$ cat src/rtl/bus_xfer_ctrl.sv
// Registered bus source multiplexer with request/ready handshake, consumer hold,
// and optional two-beat (low then high half) transfer of double-width sources.
module bus_xfer_ctrl #(
  parameter int unsigned     DATA_W    = 8,
  parameter int unsigned     NSRC      = 8,
  parameter int unsigned     SEL_W     = 3,
  parameter logic [NSRC-1:0] WIDE_MASK = 8'h30
) (
  input  logic                       clock,
  input  logic                       reset,
  input  logic [NSRC*2*DATA_W-1:0]   src_data,
  input  logic                       req,
  input  logic [SEL_W-1:0]           sel,
  input  logic                       split,
  output logic                       ready,
  input  logic                       bus_hold,
  output logic [DATA_W-1:0]          busout,
  output logic                       bus_valid,
  output logic                       bus_last,
  output logic [SEL_W-1:0]           bus_src,
  output logic                       bus_err
);

  localparam int unsigned WordW = 2 * DATA_W;

  typedef enum logic [1:0] {StIdle, StFirst, StLast} state_e;

  state_e              state_q;
  logic [DATA_W-1:0]   busout_q;
  logic [DATA_W-1:0]   hi_q;
  logic                valid_q;
  logic                last_q;
  logic                err_q;
  logic [SEL_W-1:0]    src_q;

  logic [WordW-1:0]    word_sel;
  logic                sel_ok;
  logic                sel_wide;

  // Out-of-range selects fall through with sel_ok=0 and a zero word.
  always_comb begin
    word_sel = '0;
    sel_ok   = 1'b0;
    sel_wide = 1'b0;
    for (int i = 0; i < NSRC; i++) begin
      if (sel == SEL_W'(i)) begin
        word_sel = src_data[i*WordW +: WordW];
        sel_ok   = 1'b1;
        sel_wide = WIDE_MASK[i];
      end
    end
  end

  assign ready = (state_q == StIdle) || ((state_q == StLast) && !bus_hold);

  always_ff @(posedge clock or posedge reset) begin
    if (reset) begin
      state_q  <= StIdle;
      busout_q <= '0;
      hi_q     <= '0;
      valid_q  <= 1'b0;
      last_q   <= 1'b0;
      err_q    <= 1'b0;
      src_q    <= '0;
    end else if (ready) begin
      if (req) begin
        valid_q <= 1'b1;
        src_q   <= sel;
        err_q   <= !sel_ok;
        hi_q    <= word_sel[WordW-1:DATA_W];
        // word_sel is zero for a bad select, so the error beat carries 0.
        busout_q <= word_sel[DATA_W-1:0];
        if (sel_ok && sel_wide && split) begin
          state_q <= StFirst;
          last_q  <= 1'b0;
        end else begin
          state_q <= StLast;
          last_q  <= 1'b1;
        end
      end else begin
        state_q  <= StIdle;
        busout_q <= '0;
        valid_q  <= 1'b0;
        last_q   <= 1'b0;
        err_q    <= 1'b0;
      end
    end else if ((state_q == StFirst) && !bus_hold) begin
      state_q  <= StLast;
      busout_q <= hi_q;
      last_q   <= 1'b1;
    end
  end

  assign busout    = busout_q;
  assign bus_valid = valid_q;
  assign bus_last  = last_q;
  assign bus_src   = src_q;
  assign bus_err   = err_q;

endmodule

$ cat config.mk
export PLATFORM = sky130hd
export DESIGN_NAME = bus_xfer_ctrl
export DESIGN_NICKNAME = d
export VERILOG_FILES = /design/src/rtl/bus_xfer_ctrl.sv
export SDC_FILE = /design/constraint.sdc
export NUM_CORES = 1
export LEC_CHECK = 0
export CAP_MARGIN = 5
export CELL_PAD_IN_SITES_DETAIL_PLACEMENT = 1
export CELL_PAD_IN_SITES_GLOBAL_PLACEMENT = 2
export CORE_UTILIZATION = 18
export DETAILED_ROUTE_END_ITERATION = 16
export PLACE_DENSITY_LB_ADDON = 0.3
export SYNTH_ARGS = -nofsm -noshare
export SYNTH_HDL_FRONTEND = slang
export SYNTH_SLANG_ARGS = --single-unit
export TNS_END_PERCENT = 5
$ cat constraint.sdc
create_clock -name clock -period 1.9 [get_ports clock]
set_clock_uncertainty 0.2 [all_clocks]
set_input_delay 0.285 -clock clock [delete_from_list [all_inputs] [get_ports clock]]
set_output_delay 0.285 -clock clock [all_outputs]
set_load 0.01 [all_outputs]
=== Yosys cells after proc, flatten, opt, wreduce, memory -nomap -nowiden ===
Index checks and enable logic that the tools add are counted.
Widths: inputs -> output; s select.

* Flip-flop bits (word level): 24
* Logic and storage cells: 60
* Output and inout bits: 15
* Input port bits: 136

* Mux-type cells: 33
* Reduce and logical (&&, ||, !) cells: 11
* Eq/ne operators: 9

{| class="wikitable"
|+ Operators by type and width
! kind !! number
|-
| $mux 16 || 8
|-
| $mux 8 || 3
|-
| $mux 1 || 18
|-
| $eq 3x3->1 const B || 4
|-
| $mux 2 || 4
|-
| $eq 3x2->1 const B || 2
|-
| $logic_and 1x1->1 || 4
|-
| $eq 3x1->1 const B || 1
|-
| $logic_not 3->1 || 1
|-
| $eq 2x1->1 const B || 1
|-
| $eq 2x2->1 const B || 1
|-
| $logic_not 1->1 || 2
|-
| $logic_not 2->1 || 1
|-
| $reduce_and 2->1 || 1
|-
| $reduce_bool 2->1 || 1
|-
| $logic_or 1x1->1 || 1
|}

=== Longest topological paths before layout ===
Gate-level depths: netlist of the first run.

* Depth after elaboration: 14
* Depth in mapped cells: 7
* Depth with buffers taken out: 5

=== Worst setup path after synthesis of the first run ===
OpenSTA, ideal clock, no wires.

* Kind: input to register
* Start point: input sel[1]
* End point: register busout_q[7] (netlist: busout[7])
* Library setup time: 0.126 ns
* Arrival: 1.245 ns
* Cell stages on the path: 6
* Setup slack: 0.329 ns
* Data required time: 1.574 ns
* Buffers on the path: 2
* Cell sequence: buf_6 > buf_6 > mux2_4 > o22ai_2 > a221oi_2 > a221o_1

* Longest elaborated chain between the ends: 11
* Elaborated cells on any way between the ends: 18
* Those cells by class: 7 x eq/ne; 10 x mux; 1 x reduce/logical

{| class="wikitable"
|+ Ends and longest elaborated chain
! element !! RTL line !! RTL
|-
| start: declaration || 13 || <nowiki>input logic [SEL_W-1:0] sel,</nowiki>
|-
| $logic_not 3->1 || 46 || <nowiki>if (sel == SEL_W'(i)) begin</nowiki>
|-
| $mux 16 (7 in series) || 46 ||
|-
| $mux 16 * || 46 ||
|-
| $mux 8 * || 66 || <nowiki>if (req) begin</nowiki>
|-
| $mux 8 * || 65 || <nowiki>end else if (ready) begin</nowiki>
|-
| end signal: assignment || 72 || <nowiki>busout_q <= word_sel[DATA_W-1:0];</nowiki>
|-
| end signal: assignment || 89 || <nowiki>busout_q <= hi_q;</nowiki>
|-
| end: declaration || 29 || <nowiki>logic [DATA_W-1:0] busout_q;</nowiki>
|}

Mark *: on every way between the ends. The rest lies on a longest branch, timed or not.
A chain may end at the register's enable or synchronous reset.

==> reports/summary.txt, run 1 <==
Fin crit share: 0.924
Pwr per Cell Area: 675 nW/um2
Power after layout: 0.00274 W
DR DRC count: 0
Synth Instances: 264
Final Setup Violations: 0
Num CTS Buffers: 3
Initial antenna violation count: 0
Routed len/inst: 16.0 um
Via count: 2653
Worst min-delay path class: input pin to asynchronous set/reset pin
Die height: 113 um
CTS clk-pin slew, worst paths: 0.06 ns
Fin. Hold Viols: 0
Fmax: 570 MHz
Pleak: 1.61 nW
Initial core utilization: 0.184
Max Cap Viol: 0
Post-DP Area: 3970 um2
Worst path depth: 1
Headroom to the max-slew limit: 0.760
Crit path largest cell delay: 0.57 ns
GRT Util Overall: 0.142
Synth Area per Inst: 8.37 um2
Largest net degree at the start of global routing: 36
CP Cell Sequence: clkdlybuf4s50_1
Final WL: 9.13 mm
Least-Margin Pin Slew: 0.361 ns
Antenna diodes: 0
Core Rows: 40
Slowest CP cell: clkdlybuf4s50_1
Arr. time, crit path: 1.27 ns
Sequential share of the synthesized area: 0.260
Crit. End Element: primary output
Final Max Tran Viols: 0
Iteration-0 DRC count of the detailed router: 139
Clock period minus worst slack: 1.76 ns
Synth cell types: 42
Die width: 113 um
WP data required: 1.41 ns
Max clock buf depth: 2
Routability Congestion: 0.745
R2R depth: 2
I/O pins: 151
Syn nets: 400
Vias in the first global route: 2757
Buf+Inv Stages, Crit Path: 1
Die area: 12700 um2
Total Nets Final: 560
Synth warn: 0
Worst setup SP type: flip-flop
RSZ-0062 raised after global routing: false
Critical path fanouts, max: 6
Post-route design area: 4050 um2
Clk Latency, worst-skew pair: 0.25 ns
Worst Setup Path Type: flip-flop to primary output
#FFs+latches synth: 23
Antenna-violating nets left: 0
Area delta synth->final: 83.4%
Clk root buf: clkbuf_16
IO buf count: 150
Core box area: 12000 um2
H-Tree Depth: 1
Mapped cell area: 2210 um2
Setup_tns: 0 ns
VDD IR max: 0.331 mV
First-pass GRT wire length: 14.4 mm
Vias per inst: 4.65
Outcome: finished clean
Crit-path leading delay family: buffers and inverters
DP HPWL: 7.47 mm
Sink Count: 23
TritonCTS clock tree: built
Setup bufs post-CTS: 0
Remaining global-route overflow: 0
Share of layout cells above drive strength 1: 0.123
Drt first pass iters: 4
## state kept, by name, indices dropped and copies added, names as in the netlist
name       count
busout         8
bus_err        1
bus_valid      1
hi_q           8
state_q        2
bus_src        3
## through the flow
step | setup slack, ns | instances | hold WS (ns) | util
6_report | 0.144 | 570 | 0.178 | 0.337
5_1_grt | 0.0887 | 570 | 0.235 | 0.337
4_1_cts | 0.129 | 570 | 0.189 | 0.337
3_5_place_dp | -0.141 | 566 | 0.273 | 0.331
3_3_place_gp | -0.152 | 566 | 0.268 | 0.331
2_1_floorplan | 0.329 | 264 | 0.0869 | -
## routing by layer
| metal | vias to the layer above | global-route usage | wire length, um |
|---|---|---|---|
| li1 | 1312 | - | - |
| met1 | 1257 | 0.174 | 3940 |
| met2 | 80 | 0.267 | 4680 |
| met3 | 4 | 0.0198 | 460 |
| met4 | 0 | 0.0240 | 51 |
| met5 | - | 0 | 0 |
## power by group
group	switching, W	internal, W
registers	0.000149	0.000707
clock network	0.000173	0.000283
logic	0.000591	0.000832
## cell families (layout without fill, tap and decap cells)
kind of cell	count (synthesis)	count (layout)	synth area share
and+or+nand+nor	79	79	0.172
buffers and inverters	26	185	0.0878
DFF	23	23	0.260
AOI/OAI and AO/OA	107	107	0.315
adders and majority gates	1	1	0.00453
muxes	28	28	0.160
## synthesized netlist by cell type
cell	instances	area share
nand2b_1	11	0.031
buf_12	1	0.0091
a21o_1	5	0.017
buf_8	1	0.0068
o22ai_2	1	0.0057
nand3_2	1	0.0045
a22oi_1	5	0.017
dfrtp_1	23	0.26
maj3_1	1	0.0045
o31ai_1	2	0.0068
mux4_2	5	0.051
o221ai_1	5	0.020
or2b_1	1	0.0034
nor2_1	24	0.041
nor3b_1	1	0.0034
clkinv_1	1	0.0017
o22ai_1	6	0.017
a211oi_1	1	0.0034
a211o_1	2	0.0079
or3_1	5	0.014
a31oi_1	1	0.0028
buf_4	3	0.010
inv_1	2	0.0034
a32oi_1	5	0.020
clkbuf_4	1	0.0034
mux2_2	5	0.025
nor2b_1	9	0.025
nand2_1	24	0.041
a22o_1	2	0.0079
buf_2	7	0.016
a221oi_2	3	0.020
a21oi_1	33	0.075
clkbuf_1	4	0.0068
and3_1	2	0.0057
nor3_1	1	0.0023
o21ai_0	21	0.048
o21ai_1	6	0.014
o211ai_1	6	0.020
a221o_1	3	0.014
mux2i_1	17	0.077
buf_6	6	0.031
mux2_4	1	0.0068
## placed cells by master, fill, tap and decap left out, types with 9 or more instances in the layout
master,instances
buf_4,23
nor2b_1,9
nand2_1,24
dfrtp_1,23
nor2_1,24
clkdlybuf4s50_1,146
mux2i_1,17
nand2b_1,11
o21ai_0,21
a21oi_1,32
## layout make-up
cell class | count | area [um2]
clock buffers | 3 | 75.1
clock inverters | 1 | 5.00
fillers | 1439 | 7960
inverters | 3 | 11.3
multi-input cells | 215 | 1440
flip-flops and latches | 23 | 576
well taps | 147 | 184
repair buffers | 178 | 1760
## worst paths after layout
kind / start / to / slack (ns)
worst max-delay path: state_q[1] / bus_last / 0.14
worst min-delay path: reset / bus_src[2] / 0.18
worst max register to register: state_q[1] / busout[1] / 0.27
worst min register to register: bus_src[0] / bus_src[0] / 0.28
max in group asynchronous: reset / busout[5] / 1.08
min in group clock: bus_src[0] / bus_src[0] / 0.28
## timing repair
action,in CTS,in global routing
hold buffers,0,0
resized for setup,2,0
setup endpoints to repair,1,0
Power figures use the tool's default switching activity.
==> run 2, diff against run 1 <==
--- a/config.mk
+++ b/config.mk
@@ -8,7 +8,8 @@
 export CAP_MARGIN = 5
 export CELL_PAD_IN_SITES_DETAIL_PLACEMENT = 1
 export CELL_PAD_IN_SITES_GLOBAL_PLACEMENT = 2
-export CORE_UTILIZATION = 18
+export CORE_UTILIZATION = 19
+export CTS_BUF_LIST = sky130_fd_sc_hd__clkbuf_4
 export DETAILED_ROUTE_END_ITERATION = 16
 export PLACE_DENSITY_LB_ADDON = 0.3
 export SYNTH_ARGS = -nofsm -noshare
==> reports/summary.txt, run 2 (same netlist as run 1, synthesis figures left out) <==
Outcome: finished clean
Headroom to the max-slew limit: 0.792
IO buf count: 150
Fin. Hold Viols: 0
Die height: 110 um
Clk Latency, worst-skew pair: 0.32 ns
Commonest non-fill, non-tap cell in the layout: clkdlybuf4s50_1
CTS clk-pin slew, worst paths: 0.14 ns
Int Pwr: 0.00167 W
TritonCTS clock tree: built
Least-Margin Pin Slew: 0.312 ns
CP Cell Sequence: buf_4, clkdlybuf4s50_1
Iteration-0 DRC count of the detailed router: 87
Via count: 2682
Routed len/inst: 16.2 um
Initial core utilization: 0.194
Critical path fanouts, max: 2
Core box area: 11400 um2
Antenna-violating nets left: 0
Vias in the first global route: 2808
First-pass GRT wire length: 14.3 mm
I/O pins: 151
Core Rows: 39
Commonest non-fill, non-tap cells in the layout: clkdlybuf4s50_1 (145), a21oi_1 (31), buf_4 (30)
Final core occ: 0.356
Worst path depth: 2
Sw Share: 0.355
Crit. End Element: primary output
Buf+Inv Stages, Crit Path: 2
Remaining global-route overflow: 0
Final Setup Violations: 0
Fin crit share: 0.965
Routability Congestion: 0.764
H-Tree Depth: 1
VDD IR max: 0.312 mV
WP data required: 1.41 ns
Power after layout: 0.00259 W
Crit path largest cell delay: 0.47 ns
Num CTS Buffers: 3
Worst setup SP type: flip-flop
Crit. Startpoint: state_q[1]
Psw: 0.000918 W
GRT Util Overall: 0.155
Slowest CP cell: clkdlybuf4s50_1
Largest net degree at the start of global routing: 36
Final Max Tran Viols: 0
Worst min-delay path class: input pin to asynchronous set/reset pin
Total Nets Final: 567
Pwr per Cell Area: 639 nW/um2
Worst r2r src: state_q[0]
Area delta synth->final: 83.4%
Clock period minus worst slack: 1.83 ns
Antenna diodes: 0
Max Cap Viol: 0
Flop pwr share: 0.325
Combinational group share of total power: 0.584
Clk root buf: clkbuf_4
RSZ-0062 raised after global routing: false
Die area: 12100 um2
Pleak: 1.63 nW
Crit-path leading delay family: buffers and inverters
Fmax: 546 MHz
Worst Setup Path Type: flip-flop to primary output
Max clock buf depth: 2
Drt first pass iters: 4
DR DRC count: 0
Share of layout cells above drive strength 1: 0.144
Final WL: 9.31 mm
Worst reg-to-reg setup slack: 0.12 ns
Die width: 110 um
Initial antenna violation count: 0
R2R depth: 7
Sink Count: 23
Clock share of power: 0.091
Capture point of the critical path: bus_last
Arr. time, crit path: 1.35 ns
Vias per inst: 4.68
DP HPWL: 7.65 mm
Worst R2R End: busout[5]
## run 2: how the worst min path moves through the flow
stage	startpoint	end	slack (ns)
4_1_cts	reset	bus_src[2]	0.1
5_1_grt	reset	bus_src[2]	0.12
2_1_floorplan	reset	bus_err	0.09
3_3_place_gp	bus_src[1]	bus_src[1]	0.27
3_5_place_dp	bus_src[1]	bus_src[1]	0.27
6_report	reset	bus_src[2]	0.09
## run 2: stage by stage
stage	area [um2]	hold WS, ns	setup slack, ns	TNS (ns)	cells
finish	4050	0.0928	0.0671	0	573
CTS	4050	0.0992	0.0326	0	573
global route	4050	0.117	0.00174	0	573
floorplan	2210	0.0869	0.329	0	264
global placement	4000	0.270	-0.125	-0.458	566
detailed placement	4000	0.274	-0.146	-0.665	566
## run 2: power by group through the flow
stage          logic (W)  registers [W]  clock network, W
4_1_cts          0.00154       0.000846          0.000246
2_1_floorplan   0.000593       0.000884                 0
3_5_place_dp     0.00148       0.000868                 0
3_3_place_gp     0.00145       0.000860                 0
6_report         0.00151       0.000842          0.000234
5_1_grt          0.00167       0.000874          0.000263
## run 2: layer usage
layer  wire length, um  GRT usage  vias up
li1                  -          -     1324
met1              3760      0.177     1268
met2              4810      0.296       84
met3               641     0.0350        6
met4                99     0.0229        0
met5                 0          0        -
## run 2: timing repair
| action | in CTS | in global routing |
|---|---|---|
| hold buffers | 0 | 0 |
| setup buffers | 3 | 0 |
| endpoints found under the setup margin | 1 | 2 |
| gates resized for setup | 4 | 2 |
## run 2: tightest hold or removal path: stages
cell and delay [ns]:
clkdlybuf4s50_1 0.40, inv_1 0.05, buf_4 0.29
## run 2: final cells by class
cell class,count,area (um2)
clock buffers,3,22.5
multi-input cells,215,1450
inverters,3,11.3
well taps,143,179
repair buffers,185,1810
clock inverters,1,5.00
fillers,1353,7320
flip-flops and latches,23,577
